File: config.mk
export PLATFORM = sky130hd
export DESIGN_NAME = rr_bus_requester_4_flat
export DESIGN_NICKNAME = d
export VERILOG_FILES = /design/src/rtl/rr_bus_requester_4_pkg.sv /design/src/rtl/rr_bus_requester_4_if.sv /design/src/rtl/rr_bus_requester_4_fifo.sv /design/src/rtl/rr_bus_requester_4.sv /design/src/flat_wrapper.sv
export SDC_FILE = /design/constraint.sdc
export NUM_CORES = 1
export LEC_CHECK = 0
export CAP_MARGIN = 40
export CELL_PAD_IN_SITES_DETAIL_PLACEMENT = 1
export CELL_PAD_IN_SITES_GLOBAL_PLACEMENT = 1
export CORE_ASPECT_RATIO = 0.7
export CORE_UTILIZATION = 45
export CTS_BUF_LIST = sky130_fd_sc_hd__clkbuf_4 sky130_fd_sc_hd__clkbuf_8
export DETAILED_ROUTE_END_ITERATION = 6
export PLACE_DENSITY = 0.75
export SLEW_MARGIN = 20
export SYNTH_ARGS = -nofsm -noshare
export SYNTH_HDL_FRONTEND = slang
export SYNTH_HIERARCHICAL = 1
export SYNTH_SLANG_ARGS = --single-unit
export TNS_END_PERCENT = 5
File: constraint.sdc
create_clock -name clk -period 3.4 [get_ports clk]
set_clock_uncertainty 0.05 [all_clocks]
set_input_delay 0.68 -clock clk [delete_from_list [all_inputs] [get_ports clk]]
set_output_delay 0.68 -clock clk [all_outputs]
set_load 0.02 [all_outputs]
File: src/rtl/rr_bus_requester_4_pkg.sv
// Shared constants and helpers for the 4-channel round-robin requester.
package rr_bus_requester_4_pkg;
  localparam int NUM_CH   = 4;
  localparam int CH_IDX_W = 2;

  typedef logic [NUM_CH-1:0] ch_vec_t;

  // Index of the set bit in a one-hot vector (0 when the vector is empty).
  function automatic logic [CH_IDX_W-1:0] onehot_to_idx(input ch_vec_t oh);
    logic [CH_IDX_W-1:0] idx;
    idx = '0;
    for (int i = 0; i < NUM_CH; i++)
      if (oh[i]) idx = idx | CH_IDX_W'(i);
    return idx;
  endfunction

  // True when exactly one bit is set.
  function automatic logic is_onehot(input ch_vec_t v);
    return (v != '0) && ((v & (v - ch_vec_t'(1))) == '0);
  endfunction
endpackage

File: src/rtl/rr_bus_requester_4_if.sv
// Source handshake, arbiter req/grant and shared output bus of the requester.
interface rr_bus_requester_4_if
  import rr_bus_requester_4_pkg::*;
#(
  parameter int DATA_W = 32
);
  logic [NUM_CH*DATA_W-1:0] src_data;
  ch_vec_t                  src_valid;
  ch_vec_t                  src_ready;
  ch_vec_t                  req;
  ch_vec_t                  grant;
  logic [DATA_W-1:0]        bus_data;
  logic                     bus_valid;
  logic [CH_IDX_W-1:0]      bus_src;
  logic                     grant_err;

  // Sources plus arbiter side (drives words and grants, observes the bus).
  modport master (
    output src_data, src_valid, grant,
    input  src_ready, req, bus_data, bus_valid, bus_src, grant_err
  );

  // The requester itself.
  modport slave (
    input  src_data, src_valid, grant,
    output src_ready, req, bus_data, bus_valid, bus_src, grant_err
  );
endinterface

File: src/rtl/rr_bus_requester_4_fifo.sv
// Per-channel word FIFO; head is the oldest word, visible the cycle after push.
module rr_req_fifo #(
  parameter  int DATA_W = 32,
  parameter  int DEPTH  = 4,
  localparam int CNT_W  = $clog2(DEPTH) + 1,
  localparam int PTR_W  = $clog2(DEPTH)
) (
  input  logic              clk,
  input  logic              rst,
  input  logic              push,
  input  logic [DATA_W-1:0] push_data,
  input  logic              pop,
  output logic [DATA_W-1:0] head,
  output logic [CNT_W-1:0]  cnt,
  output logic              full,
  output logic              empty
);
  logic [DEPTH-1:0][DATA_W-1:0] mem;
  logic [PTR_W-1:0]             wptr, rptr;
  logic                         do_push, do_pop;

  assign full    = (cnt == CNT_W'(DEPTH));
  assign empty   = (cnt == '0);
  assign do_push = push && !full;
  assign do_pop  = pop && !empty;
  assign head    = mem[rptr];

  // Storage needs no reset; only pointers and count define what is valid.
  always_ff @(posedge clk)
    if (do_push) mem[wptr] <= push_data;

  // Pointers wrap naturally; simultaneous push and pop leaves cnt unchanged.
  always_ff @(posedge clk or posedge rst) begin
    if (rst) begin
      wptr <= '0;
      rptr <= '0;
      cnt  <= '0;
    end else begin
      if (do_push) wptr <= wptr + PTR_W'(1);
      if (do_pop)  rptr <= rptr + PTR_W'(1);
      case ({do_push, do_pop})
        2'b10:   cnt <= cnt + CNT_W'(1);
        2'b01:   cnt <= cnt - CNT_W'(1);
        default: cnt <= cnt;
      endcase
    end
  end
endmodule

File: src/rtl/rr_bus_requester_4.sv
// Requester front end: per-channel FIFOs, arbiter requests, grant check and
// registered shared output bus with a sticky grant error flag.
module rr_bus_requester_4
  import rr_bus_requester_4_pkg::*;
#(
  parameter int DATA_W = 32,
  parameter int DEPTH  = 4
) (
  input logic                  clk,
  input logic                  rst,
  rr_bus_requester_4_if.slave  bus
);
  localparam int CNT_W = $clog2(DEPTH) + 1;

  logic [NUM_CH-1:0][DATA_W-1:0] head;
  logic [NUM_CH-1:0][CNT_W-1:0]  cnt;
  ch_vec_t                       full, empty, pop_vec;
  logic                          grant_ok, grant_bad, pop_any;
  logic [CH_IDX_W-1:0]           pop_idx;
  logic [DATA_W-1:0]             bus_data_q;
  logic                          bus_valid_q, grant_err_q;
  logic [CH_IDX_W-1:0]           bus_src_q;

  for (genvar i = 0; i < NUM_CH; i++) begin : g_ch
    rr_req_fifo #(.DATA_W(DATA_W), .DEPTH(DEPTH)) u_fifo (
      .clk       (clk),
      .rst       (rst),
      .push      (bus.src_valid[i]),
      .push_data (bus.src_data[i*DATA_W +: DATA_W]),
      .pop       (pop_vec[i]),
      .head      (head[i]),
      .cnt       (cnt[i]),
      .full      (full[i]),
      .empty     (empty[i])
    );
    assign bus.src_ready[i] = !full[i];
    // A channel whose last word is being granted drops req right away so the
    // arbiter's registered grant never lands on an empty FIFO.
    assign bus.req[i] = cnt[i] > (bus.grant[i] ? CNT_W'(1) : CNT_W'(0));
  end

  assign grant_ok  = is_onehot(bus.grant);
  assign pop_vec   = grant_ok ? (bus.grant & ~empty) : '0;
  assign grant_bad = (bus.grant != '0) && (!grant_ok || ((bus.grant & empty) != '0));
  assign pop_any   = (pop_vec != '0);
  assign pop_idx   = onehot_to_idx(pop_vec);

  // Bus register: load popped head; otherwise drop valid and hold data/src.
  always_ff @(posedge clk or posedge rst) begin
    if (rst) begin
      bus_data_q  <= '0;
      bus_src_q   <= '0;
      bus_valid_q <= 1'b0;
    end else if (pop_any) begin
      bus_data_q  <= head[pop_idx];
      bus_src_q   <= pop_idx;
      bus_valid_q <= 1'b1;
    end else begin
      bus_valid_q <= 1'b0;
    end
  end

  // Sticky flag for malformed grants or grants on empty channels.
  always_ff @(posedge clk or posedge rst) begin
    if (rst)            grant_err_q <= 1'b0;
    else if (grant_bad) grant_err_q <= 1'b1;
  end

  assign bus.bus_data  = bus_data_q;
  assign bus.bus_src   = bus_src_q;
  assign bus.bus_valid = bus_valid_q;
  assign bus.grant_err = grant_err_q;
endmodule

File: src/flat_wrapper.sv
// flat-port wrapper written by rule: the top's interface ports become plain ports
module rr_bus_requester_4_flat import rr_bus_requester_4_pkg::*;
#(
  parameter int DATA_W = 32,
  parameter int DEPTH  = 4
)
  (clk, rst, bus_src_data, bus_src_valid, bus_grant, bus_src_ready, bus_req, bus_bus_data, bus_bus_valid, bus_bus_src, bus_grant_err);
  rr_bus_requester_4_if #(.DATA_W(DATA_W)) bus_i ();
  input logic clk;
  input logic rst;
  input wire logic [$bits(bus_i.src_data)-1:0] bus_src_data;
  input wire logic [$bits(bus_i.src_valid)-1:0] bus_src_valid;
  input wire logic [$bits(bus_i.grant)-1:0] bus_grant;
  output wire logic [$bits(bus_i.src_ready)-1:0] bus_src_ready;
  output wire logic [$bits(bus_i.req)-1:0] bus_req;
  output wire logic [$bits(bus_i.bus_data)-1:0] bus_bus_data;
  output wire logic [$bits(bus_i.bus_valid)-1:0] bus_bus_valid;
  output wire logic [$bits(bus_i.bus_src)-1:0] bus_bus_src;
  output wire logic [$bits(bus_i.grant_err)-1:0] bus_grant_err;
  assign bus_i.src_data = bus_src_data;
  assign bus_i.src_valid = bus_src_valid;
  assign bus_i.grant = bus_grant;
  assign bus_src_ready = bus_i.src_ready;
  assign bus_req = bus_i.req;
  assign bus_bus_data = bus_i.bus_data;
  assign bus_bus_valid = bus_i.bus_valid;
  assign bus_bus_src = bus_i.bus_src;
  assign bus_grant_err = bus_i.grant_err;
  rr_bus_requester_4 #(.DATA_W(DATA_W), .DEPTH(DEPTH)) u_core (.clk(clk), .rst(rst), .bus(bus_i));
endmodule
==> flow_summary.toml <==
[outcome]
outcome = "completed"

[power_and_ir_drop]
power.density_nw_per_um2 = 828
pwr-share-comb_pct = 28.9
ir_drop_mv = 0.419
p_clk_share_pct = 26.3
pwr-share-seq_pct = 44.8
p_sw_mw = 6.71
p_leak_nw = 9.20
p_sw_share_pct = 29.7
power.internal_mw = 15.8

[layout]
n_fill_cell = 4452
area_delta_synth_final_pct = 19.2
final_cell_mix = "edfxtp_1, clkdlybuf4s50_1, mux4_2"
final_common_cell = "edfxtp_1"
seqCellArea_sq_um = 17000
multi_input_area_sq_um = 5250
final_util_pct = 54.8
fin_nets = 1511
drive_gt1_share_pct = 25.8

[die]
die_x_um = 271
fp.dieArea_sq_um = 51700
ios = 182
start_util_pct = 46.0
die_y_um = 191
design.core.area_sq_um = 49700
fp-row-count = 68

[clocking]
postCtsSetupBuffers = 0
cts-root-buf = "clkbuf_8"
post_cts_resized = 0
cts_sinks = 576
htreeDepth = 3
cts_tree = "done"
cts_hold_buffers = 0
cts_buffers = 89
clk_latency_ps = 660
clock_path_buffers = 3
path_clk_slew_ps = 60

[critical_path]
r2r_start = "u_core/g_ch[0].u_fifo/cnt[0]"
r2r_cells = 10
worstSetupStartpointType = "input port"
arrival_ps = 2330
worstReg2RegEnd = "u_core/g_ch[0].u_fifo/cnt[2]"
path_class = "input port to output pin"
cp-end-kind = "output pin"
critical_path_required_ps = 2670
r2r_slack_ps = 760
critical_path_peak_fanout = 7

[grt]
grt_pass1_vias = 12200
grt_usage_pct = 20.0
grt_pass1_wl_mm = 75.8
antenna_found_initial = 8
grt_remaining_overflow = 0
grt_max_degree = 59

[placement]
port_buffers = 181
post-place-ws_ps = -26.8
dpl.hpwl_mm = 33.1
gp_congestion = 0.774

[timing]
grt_setup_unrepaired = "false"
finalHoldViolCount = 0
post-route-min-period_ps = 3060
slew_viol_final = 0
tightest_slew_ps = 672
setup_viol_count_final = 0
fmax_mhz = 327
finalCritPeriodShare_pct = 89.9
slew_headroom_pct = 54.9
setup_slack_ps = 342

[route]
wl_per_cell_um = 24.1
vias = 11200
wirelength_mm = 50.2
drtPass1Iterations = 5
drt_iter0_drc = 785
vias_per_cell = 5.37
drc = 0
ant_nets = 0

[hold_path]
hold_path_class = "flip-flop to flip-flop"
min-delay-start = "u_core/g_ch[0].u_fifo/rptr[1]"
min_path_cells = 1
hold_end = "u_core/g_ch[0].u_fifo/rptr[1]"

[synth]
ys_warn_count = 6
yosys_register_bits = 576
synth-edff-count = 512
seq_area_frac_synth_pct = 74.3
ys_types = 42
syn_avg_cell_area_sq_um = 21.0
synth_fp_nets = 1257
synth_top_flop_cell = "edfxtp_1"
netlist_instances = 1091
synth_area_sq_um = 22900
async_reset_ff_share_pct = 11.1

[job]
maxCapViolCount = 0
[Yosys cell counts, types with 2 or more instances]
library cell	n	area share [%]
buf_4	3	0.099
buf_2	25	0.55
a31oi_2	6	0.33
nand2_1	38	0.62
mux2i_1	4	0.18
buf_6	6	0.30
nor2b_2	4	0.15
o31a_1	4	0.15
mux4_1	16	1.8
nor3b_2	4	0.22
edfxtp_1	512	67
xor2_1	12	0.46
xnor2_1	12	0.46
o21ai_0	5	0.11
clkbuf_1	10	0.16
and2_1	16	0.44
nand3_1	2	0.044
nor2_1	42	0.69
dfrtp_1	64	7.0
mux4_2	112	11
o221ai_1	32	1.2
inv_1	39	0.64
nor3b_1	2	0.066
buf_12	12	1.1
mux2_2	36	1.8
a31oi_1	26	0.71
nor3_1	6	0.13
fa_1	4	0.35
ha_1	24	1.3
[stage by stage]
step / hold WS (ps) / setup TNS (ps) / area, sq um / cells / total power [mW]
3_5_place_dp: 416 / -26.8 / 25400 / 1919 / 16.9
3_3_place_gp: 411 / 0 / 25400 / 1919 / 16.7
5_1_grt: 423 / 0 / 27300 / 2083 / 23.7
2_1_floorplan: 433 / 0 / 22900 / 1091 / 14.7
4_1_cts: 383 / 0 / 27300 / 2083 / 22.9
6_report: 426 / 0 / 27300 / 2084 / 22.6
[per-layer routing]
| metal | vias to the layer above | wire length (um) | global-route usage (%) |
|---|---|---|---|
| met3 | 82 | 3400 | 6.66 |
| met4 | 14 | 847 | 5.25 |
| met5 | - | 82 | 0 |
| met1 | 5867 | 20900 | 26.2 |
| met2 | 271 | 24900 | 32.2 |
| li1 | 4960 | - | - |
[worst max-delay path: stages]
cell and delay, ps:
clkdlybuf4s50_1 410, buf_4 160, ha_1 280, o21ai_0 170, clkdlybuf4s50_1 630
[power groups by stage]
stage                     sequential [mW]  clock [mW]  combinational, mW
after floorplan                      10.2           0               4.46
after global placement               10.1           0               6.54
after detailed placement             10.3           0               6.68
after CTS                            10.1        6.11               6.71
after global routing                 10.3        6.38               7.06
final                                10.1        5.93               6.52
[registers in the layout, indices dropped and copies added, names as in the netlist]
register	cells
u_core/bus.grant_err	1
u_core/g_ch.u_fifo/cnt	12
u_core/bus.bus_valid	1
u_core/g_ch.u_fifo/rptr	8
u_core/g_ch.u_fifo/mem	512
u_core/g_ch.u_fifo/wptr	8
u_core/bus.bus_data	32
u_core/bus.bus_src	2
[cells by family after synthesis]
group           share of synthesized area, %
flops                                   74.3
mux                                     14.8
simple gates                            2.56
buf+inv                                 2.86
compound gates                          2.87
fa+ha+maj                               1.71
xor+xnor                               0.920
[how the worst max path moves through the flow]
stage,from,end
6_report,bus_grant[3],bus_req[3]
5_1_grt,u_core/g_ch[2].u_fifo/cnt[0],bus_req[2]
4_1_cts,u_core/g_ch[3].u_fifo/cnt[0],bus_req[3]
3_5_place_dp,bus_grant[2],u_core/g_ch[0].u_fifo/cnt[2]
3_3_place_gp,bus_grant[2],u_core/g_ch[0].u_fifo/cnt[2]
2_1_floorplan,bus_grant[2],u_core/g_ch[1].u_fifo/cnt[2]
[final cells by class]
cell class              instances  share of cell area [%]
clock inverters                16                   0.381
flip-flops and latches        576                    62.3
multi-input cells             419                    19.3
clock buffers                 148                    6.44
repair buffers                220                    8.00
inverters                      39                   0.537
diodes                          1                 0.00918
well taps                     665                    3.05
Note: power is estimated with default switching activity, not from simulation.
